File: config.mk
export PLATFORM = sky130hd
export DESIGN_NAME = seven_segment_scan_controller
export DESIGN_NICKNAME = d
export VERILOG_FILES = /design/src/rtl/seven_segment_scan_controller.sv
export SDC_FILE = /design/constraint.sdc
export NUM_CORES = 1
export LEC_CHECK = 0
export BUFFER_PORTS_ARGS = -buffer_cell sky130_fd_sc_hd__buf_2
export CAP_MARGIN = 10
export CELL_PAD_IN_SITES_DETAIL_PLACEMENT = 1
export CELL_PAD_IN_SITES_GLOBAL_PLACEMENT = 1
export CORE_MARGIN = 2
export CORE_UTILIZATION = 40
export CTS_BUF_LIST = sky130_fd_sc_hd__clkbuf_4 sky130_fd_sc_hd__clkbuf_8
export DETAILED_ROUTE_END_ITERATION = 7
export GPL_TIMING_DRIVEN = 0
export PLACE_DENSITY = 0.7
export SYNTH_ARGS = -nofsm -noshare
export SYNTH_HDL_FRONTEND = slang
export SYNTH_SLANG_ARGS = --single-unit
export TNS_END_PERCENT = 10
File: constraint.sdc
create_clock -name clock -period 4.4 [get_ports clock]
set_input_delay 0.88 -clock clock [delete_from_list [all_inputs] [get_ports clock]]
set_output_delay 0.88 -clock clock [all_outputs]
set_load 0.05 [all_outputs]
File: src/rtl/seven_segment_scan_controller.sv
// rtl/seven_segment_scan_controller.sv - 16-bit binary to 4-digit multiplexed 7-segment driver
//
// Converts a strobed 16-bit value to BCD with a shift-add-3 sequence and
// time-multiplexes the four digits of a common-anode display.
//
// Ports:
//   clock        in   1   system clock, rising edge
//   reset        in   1   asynchronous, active-high
//   value        in   16  binary value to display
//   value_valid  in   1   one-cycle strobe: capture value
//   busy         out  1   conversion in progress
//   anode        out  4   digit enables, active-low; anode[0] = units
//   cathode      out  8   segments, active-low, {dp,g,f,e,d,c,b,a}
module seven_segment_scan_controller #(
    parameter int REFRESH_DIV   = 100000,
    parameter bit BLANK_LEADING = 1'b1
) (
    input  logic        clock,
    input  logic        reset,
    input  logic [15:0] value,
    input  logic        value_valid,
    output logic        busy,
    output logic [3:0]  anode,
    output logic [7:0]  cathode
);
    localparam int CW = (REFRESH_DIV > 2) ? $clog2(REFRESH_DIV) : 1;

    typedef enum logic [1:0] {
        S_IDLE  = 2'd0,
        S_SHIFT = 2'd1,
        S_LOAD  = 2'd2
    } state_t;

    state_t        r_state;
    state_t        w_state_next;
    logic          w_start;
    logic [15:0]   w_start_val;

    logic [15:0]   r_bin;
    logic [15:0]   r_bcd;
    logic          r_ovf;
    logic [3:0]    r_shift_cnt;
    logic [15:0]   w_bcd_adj;

    logic [15:0]   r_disp_bcd;
    logic          r_disp_ovf;
    logic          r_pend;
    logic [15:0]   r_pend_val;

    logic [CW-1:0] r_refresh;
    logic [1:0]    r_index;
    logic [3:0]    w_digit;
    logic          w_lead_zero;
    logic [7:0]    w_seg;

    // A fresh strobe in IDLE wins over a queued pending value (last strobe wins).
    always_comb begin
        w_state_next = r_state;
        w_start      = 1'b0;
        w_start_val  = value;
        case (r_state)
            S_IDLE: begin
                if (value_valid) begin
                    w_start      = 1'b1;
                    w_start_val  = value;
                    w_state_next = S_SHIFT;
                end else if (r_pend) begin
                    w_start      = 1'b1;
                    w_start_val  = r_pend_val;
                    w_state_next = S_SHIFT;
                end
            end
            S_SHIFT: begin
                if (r_shift_cnt == 4'd15) begin
                    w_state_next = S_LOAD;
                end
            end
            S_LOAD: begin
                w_state_next = S_IDLE;
            end
            default: begin
                w_state_next = S_IDLE;
            end
        endcase
    end

    always_ff @(posedge clock or posedge reset) begin
        if (reset) begin
            r_state <= S_IDLE;
        end else begin
            r_state <= w_state_next;
        end
    end

    assign busy = (r_state != S_IDLE);

    always_comb begin
        w_bcd_adj = r_bcd;
        for (int i = 0; i < 4; i++) begin
            if (r_bcd[4*i +: 4] >= 4'd5) begin
                w_bcd_adj[4*i +: 4] = r_bcd[4*i +: 4] + 4'd3;
            end
        end
    end

    // Four BCD nibbles suffice: values above 9999 only ever show dashes.
    always_ff @(posedge clock or posedge reset) begin
        if (reset) begin
            r_bin       <= '0;
            r_bcd       <= '0;
            r_ovf       <= 1'b0;
            r_shift_cnt <= '0;
            r_disp_bcd  <= '0;
            r_disp_ovf  <= 1'b0;
            r_pend      <= 1'b0;
            r_pend_val  <= '0;
        end else begin
            if (w_start) begin
                r_bin       <= w_start_val;
                r_bcd       <= '0;
                r_ovf       <= (w_start_val > 16'd9999);
                r_shift_cnt <= '0;
            end
            if (r_state == S_SHIFT) begin
                {r_bcd, r_bin} <= {w_bcd_adj[14:0], r_bin, 1'b0};
                r_shift_cnt    <= r_shift_cnt + 4'd1;
            end
            if (r_state == S_LOAD) begin
                r_disp_bcd <= r_bcd;
                r_disp_ovf <= r_ovf;
            end
            if (r_state == S_IDLE) begin
                r_pend <= 1'b0;
            end else if (value_valid) begin
                r_pend     <= 1'b1;
                r_pend_val <= value;
            end
        end
    end

    // Leading-zero test covers the digit itself and every digit above it.
    always_comb begin
        w_digit     = r_disp_bcd[{r_index, 2'b00} +: 4];
        w_lead_zero = 1'b0;
        case (r_index)
            2'd3:    w_lead_zero = (r_disp_bcd[15:12] == 4'd0);
            2'd2:    w_lead_zero = (r_disp_bcd[15:8] == 8'd0);
            2'd1:    w_lead_zero = (r_disp_bcd[15:4] == 12'd0);
            default: w_lead_zero = 1'b0;
        endcase
        case (w_digit)
            4'd0:    w_seg = 8'hC0;
            4'd1:    w_seg = 8'hF9;
            4'd2:    w_seg = 8'hA4;
            4'd3:    w_seg = 8'hB0;
            4'd4:    w_seg = 8'h99;
            4'd5:    w_seg = 8'h92;
            4'd6:    w_seg = 8'h82;
            4'd7:    w_seg = 8'hF8;
            4'd8:    w_seg = 8'h80;
            4'd9:    w_seg = 8'h90;
            default: w_seg = 8'hFF;
        endcase
        if (r_disp_ovf) begin
            w_seg = 8'hBF;
        end else if (BLANK_LEADING && w_lead_zero) begin
            w_seg = 8'hFF;
        end
    end

    // Anode and cathode come from the same index in the same edge, so no ghosting.
    always_ff @(posedge clock or posedge reset) begin
        if (reset) begin
            r_refresh <= '0;
            r_index   <= 2'd0;
            anode     <= 4'b1111;
            cathode   <= 8'hFF;
        end else begin
            if (r_refresh == CW'(REFRESH_DIV - 1)) begin
                r_refresh <= '0;
                r_index   <= r_index + 2'd1;
            end else begin
                r_refresh <= r_refresh + 1'b1;
            end
            anode   <= ~(4'b0001 << r_index);
            cathode <= w_seg;
        end
    end

endmodule

; ---- After elaboration in Yosys (flattened, before gate mapping)
; Memory sizes are Yosys's and may differ from the RTL's.
; Index checks and enable logic that the tools add are counted.
[word_totals]
regBits = 104
mem_bits_ro = 112
in_bits = 19
out_inout_bits = 13
wordCells = 74
mem_count = 1
[memory_table]
columns = memory, depth, word_bits, rd, rd_ports_with_merged_regs, wr, line_no
row1 = (name not given), 16, 7, 1, 0, 0, 151  ; case (w_digit)
[classes]
n_addsub = 7
order_cmp = 5
n_eq_ne = 9
shift = 2
mux = 26
bitwise = 2
reduce_logical = 9
[op_table]
columns = op, count
row1 = 16-bit two-way mux, 7
row2 = 4-bit two-way mux, 5
row3 = 17-bit by 1-bit adder with 17-bit output (second input constant), 1
row4 = 17-bit == test (second input constant), 1
row5 = 17-bit two-way mux, 1
row6 = 4-bit by 3-bit greater-or-equal comparator with 1-bit output (second input constant), 4
row7 = 16-bit by 14-bit > comparator with 1-bit output (second input constant), 1
row8 = 8-bit two-way mux, 2
row9 = 16-bit by 5-bit indexed part select with 4-bit output, 1
row10 = 4-bit by 2-bit adder with 4-bit output (second input constant), 3
row11 = 12-bit zero test, 1
row12 = 8-bit zero test, 1
row13 = 2-bit == test (second input constant), 3
row14 = 2-bit two-way mux, 3
row15 = 2-bit nonzero test, 3
row16 = 1-bit two-way mux, 5
row17 = 4-bit by 1-bit adder with 4-bit output (second input constant), 1
row18 = 2-bit by 1-bit == test with 1-bit output (second input constant), 2
row19 = 4-bit == test (second input constant), 1
row20 = 4-bit zero test, 1
row21 = 4-bit inverter, 1
row22 = 2-bit one-hot mux with 2 select lines, 1
row23 = 2-bit AND reduction, 2
row24 = 1-bit by 2-bit left shift with 4-bit output (first input constant), 1
row25 = 8 further kinds, 8

; ---- Depth between registers and ports, before layout
[depth]
depth_word = 5
mapped_depth = 7
ltp_nobuf = 6

; ---- Worst setup path after synthesis
; Ideal clock, no wire load.
[synth_path]
path_kind = input -> register
start = in value_valid
end = reg r_ovf
setup_time_ns = 0.086
arrival_time_ns = 2.283
required_time_ns = 4.314
path_slack_ns = 2.031
stages = 6
n_path_buf = 2
cell_sequence = buf_2 or4b_4 buf_6 mux2_4 or2_0 a32oi_1
[synth_via]
elab_chain_cells = 3
word_cells_on_any_way = 5
cone_classes = order compare (1) / mux (4)
[synth_lines]
columns = item, line_no
row1 = from (decl), 21  ; input logic value_valid,
row2 = 16-bit two-way mux, 63  ; if (value_valid) begin
row3 = 16-bit two-way mux, 61  ; case (r_state)
row4 = 16-bit by 14-bit > comparator with 1-bit output, 121  ; r_ovf <= (w_start_val > 16'd9999);
row5 = to (signal assigned), 121
row6 = to (decl), 41  ; logic r_ovf;
; Several ways; a longest one is shown, not always the timed one.
; A chain may end at the register's enable or synchronous reset.

; ---- Worst setup path in the final report
[layout_path]
start = reg r_state[1]
end = out busy
[layout_via]
elab_chain_cells = 1
[layout_lines]
columns = item, line_no
row1 = from (decl), 34  ; state_t r_state;
row2 = from (signal assigned), 91  ; r_state <= w_state_next;
row3 = 2-bit nonzero test, 95  ; assign busy = (r_state != S_IDLE);
row4 = to (decl), 22  ; output logic busy,
; No other way between the ends.

==> out/summary.txt <==
status: completed
Max Freq: 435 MHz
Core Area: 12,100 um2
Syn Area/Cell: 10.9 um2
initial core utilization: 41.3%
Final ANT Viol Nets: 0
number of maximum-capacitance violations: 0
Reg2Reg Setup Slack: 2.11 ns
Final Total Pwr: 2990 uW
GPL Wtd Cong: 0.797
largest net degree at the start of global routing: 59
RR Startpoint: r_refresh[0]
total CTS buffers: 9
worst-margin pin slew: 0.769 ns
FF-to-FF End: r_index[1]
cell area after synthesis: 5010 um2
critical hold path startpoint: r_disp_ovf
num rows: 40
Final setup viols: 0
synth-to-layout area growth: 11.6%
# H-tree levels: 3
Port Buffer Count: 29
GRT overflow: 0
Post-synth top flop: dfrtp_1
final hold violations: 0
initial antenna violation count: 0
Worst R2R Path Depth: 6
clock sinks: 103
Synth cell types: 50
top cell type's share of synthesized area: 46.0%
1st-iter DRT viols: 152
Setup Fix Bufs, Post-CTS: 0
Residual DRC: 0
number of fill cells: 1,353
GRT Util Overall: 18.4%
CTS tree: done
clk buf depth: 2
largest cells by area after synthesis: dfrtp_1 (46%), mux2_2 (6.5%), dfstp_2 (5.8%)
EDFF count, synth: 0
Crit path required time: 3.52 ns
Die W: 116 um
Hold Worst Slack: 0.455 ns
I/O Pins: 32
share of layout cells above drive strength 1: 20.2%
die extent in y: 116 um
most instantiated cells after synthesis: dfrtp_1 (92), nand2_1 (48), o21ai_0 (32)
crit-path max FO: 8
post-synthesis register bit count: 103
Worst setup EP type: primary output
most frequent cell after synthesis: dfrtp_1
routed len/inst: 16.4 um
Via-to-Cell Ratio: 5.32
Synth Warn #: 0
Syn Inst Count: 460
DP HPWL: 8240 um
pwr/cell area: 534 nW/um2
PostCTS Resize Cnt: 0
WHS Endpoint: cathode[6]
crit path kind: flop to primary output
Worst Setup Start Kind: flop
period utilisation layout: 52.3%
final slew viol count: 0
vias in the first global route: 3,852
min Tclk post-route: 2.30 ns
P_leak: 0.00241 uW
Yosys top cell by area: dfrtp_1
hold depth: 1
worst vdd ir: 0.260 mV
Worst-Skew Late Latency: 0.38 ns
CTS Hold Bufs: 0
first-pass GRT wire length: 19,300 um
Async SR Flop Fraction: 100%
Rel. slew slack: 48.4%
routed via count: 3,586
# diodes: 0
Worst-path clk slew: 0.09 ns
fraction of the yosys area taken by sequential cells: 51.8%
final setup skew: 0.0127 ns
DR pass1 iterations: 4
Final #Nets: 540
Die Area: 13,400 um2
Syn Nets: 499
Hold Crit Class: flop to flop
Arr. time, crit path: 1.42 ns
RSZ-0062 raised after global routing: false
clock root buffer: clkbuf_8
Detailed Route WL: 11,100 um
-- registers in the layout (all words and copies together) (netlist names) --
signal	count
r_disp_bcd	16
anode	4
r_disp_ovf	1
r_pend	1
r_index	2
r_pend_val	16
r_bin	16
r_bcd	16
cathode	7
r_refresh	17
r_shift_cnt	4
r_ovf	1
r_state	2
-- layout by cell type, fill, tap and decap left out, types with 2 or more instances in the layout --
cell and n:
dfrtp_1 92, nand2_1 48, buf_2 32, o21ai_0 32
mux2_2 29, nor2_1 25, a21oi_1 23, inv_1 22
ha_1 20, nand3_1 18, clkbuf_1 15, xnor2_1 15
a221o_1 11, dfstp_2 11, clkbuf_8 10, nand2b_1 9
o31ai_1 8, xor2_1 8, nand4_1 7, a22oi_1 5
o22ai_1 5, mux4_2 5, a32o_1 4, nor2b_1 4
mux2i_1 3, and4_1 3, or3_1 3, nor3_1 3
clkinv_2 3, buf_6 2, a21o_1 2, and3_1 2
or4_1 2, nor4_1 2, clkinvlp_4 2
-- report_power, final --
group	total (uW)	switching (uW)	internal (uW)	leakage, uW
Sequential	1420	207	1210	0.00124
Clock	613	338	276	0.0000981
Combinational	957	528	430	0.00107
Total	2990	1070	1910	0.00241
-- through the flow --
step | std cells | setup slack [ns] | util, % | setup TNS (ns) | cell area (um2)
after CTS | 674 | 2.05 | 46.1 | 0 | 5590
after global routing | 674 | 1.92 | 46.1 | 0 | 5590
final | 674 | 2.10 | 46.1 | 0 | 5590
after detailed placement | 658 | 1.87 | 44.5 | 0 | 5390
after floorplan | 460 | 0.834 | - | 0 | 5010
after global placement | 657 | -0.376 | 44.3 | -34.14 | 5360
-- cell families (layout without fill, tap and decap cells) --
kind of cell               after synthesis  after routing  share of synthesized area [%]
and+or+nand+nor                        134            134                           13.3
DFF                                    103            103                           51.8
AOI/OAI and AO/OA                       97             97                           12.4
buffers and inverters                   44             90                           3.75
muxes                                   38             38                           9.67
xor gates and xnor gates                23             23                           4.02
adders and majority gates               20             20                           5.00
other                                    1              1                         0.0749
-- worst max-delay path, stage by stage (launching register included) --
cell and delay (ns):
dfrtp_1 0.38, buf_6 0.13, nor2_1 0.15, inv_1 0.14, buf_2 0.24
-- area by class of cell --
cell class | instances | area (um2) | share of cell area (%)
well taps | 168 | 210 | 3.76
plain buffers | 21 | 101 | 1.81
inverters | 23 | 88.8 | 1.59
multi-input cells | 313 | 2230 | 39.8
repair buffers | 30 | 173 | 3.09
clock inverters | 6 | 60.1 | 1.07
clock buffers | 10 | 138 | 2.46
flip-flops and latches | 103 | 2590 | 46.4
-- per-layer routing --
layer  vias to the layer above  wire [um]  global-route usage [%]
li1                       1710          -                       -
met1                      1815       5070                    23.5
met2                        46       5590                    31.0
met3                        15        236                    3.24
met4                         0        184                    7.54
met5                         -          0                       0
-- worst max-delay path by stage --
| stage | from | end | cells after the start | slack, ns |
|---|---|---|---|---|
| floorplan | reset | r_bcd[0] | 1 | 0.83 |
| global placement | reset | r_bcd[11] | 2 | -0.38 |
| detailed placement | value_valid | r_bin[12] | 6 | 1.87 |
| CTS | r_refresh[0] | r_index[1] | 6 | 2.05 |
| global route | r_refresh[0] | r_index[1] | 6 | 1.92 |
| finish | r_state[1] | busy | 4 | 2.10 |
Power figures use the tool's default switching activity.
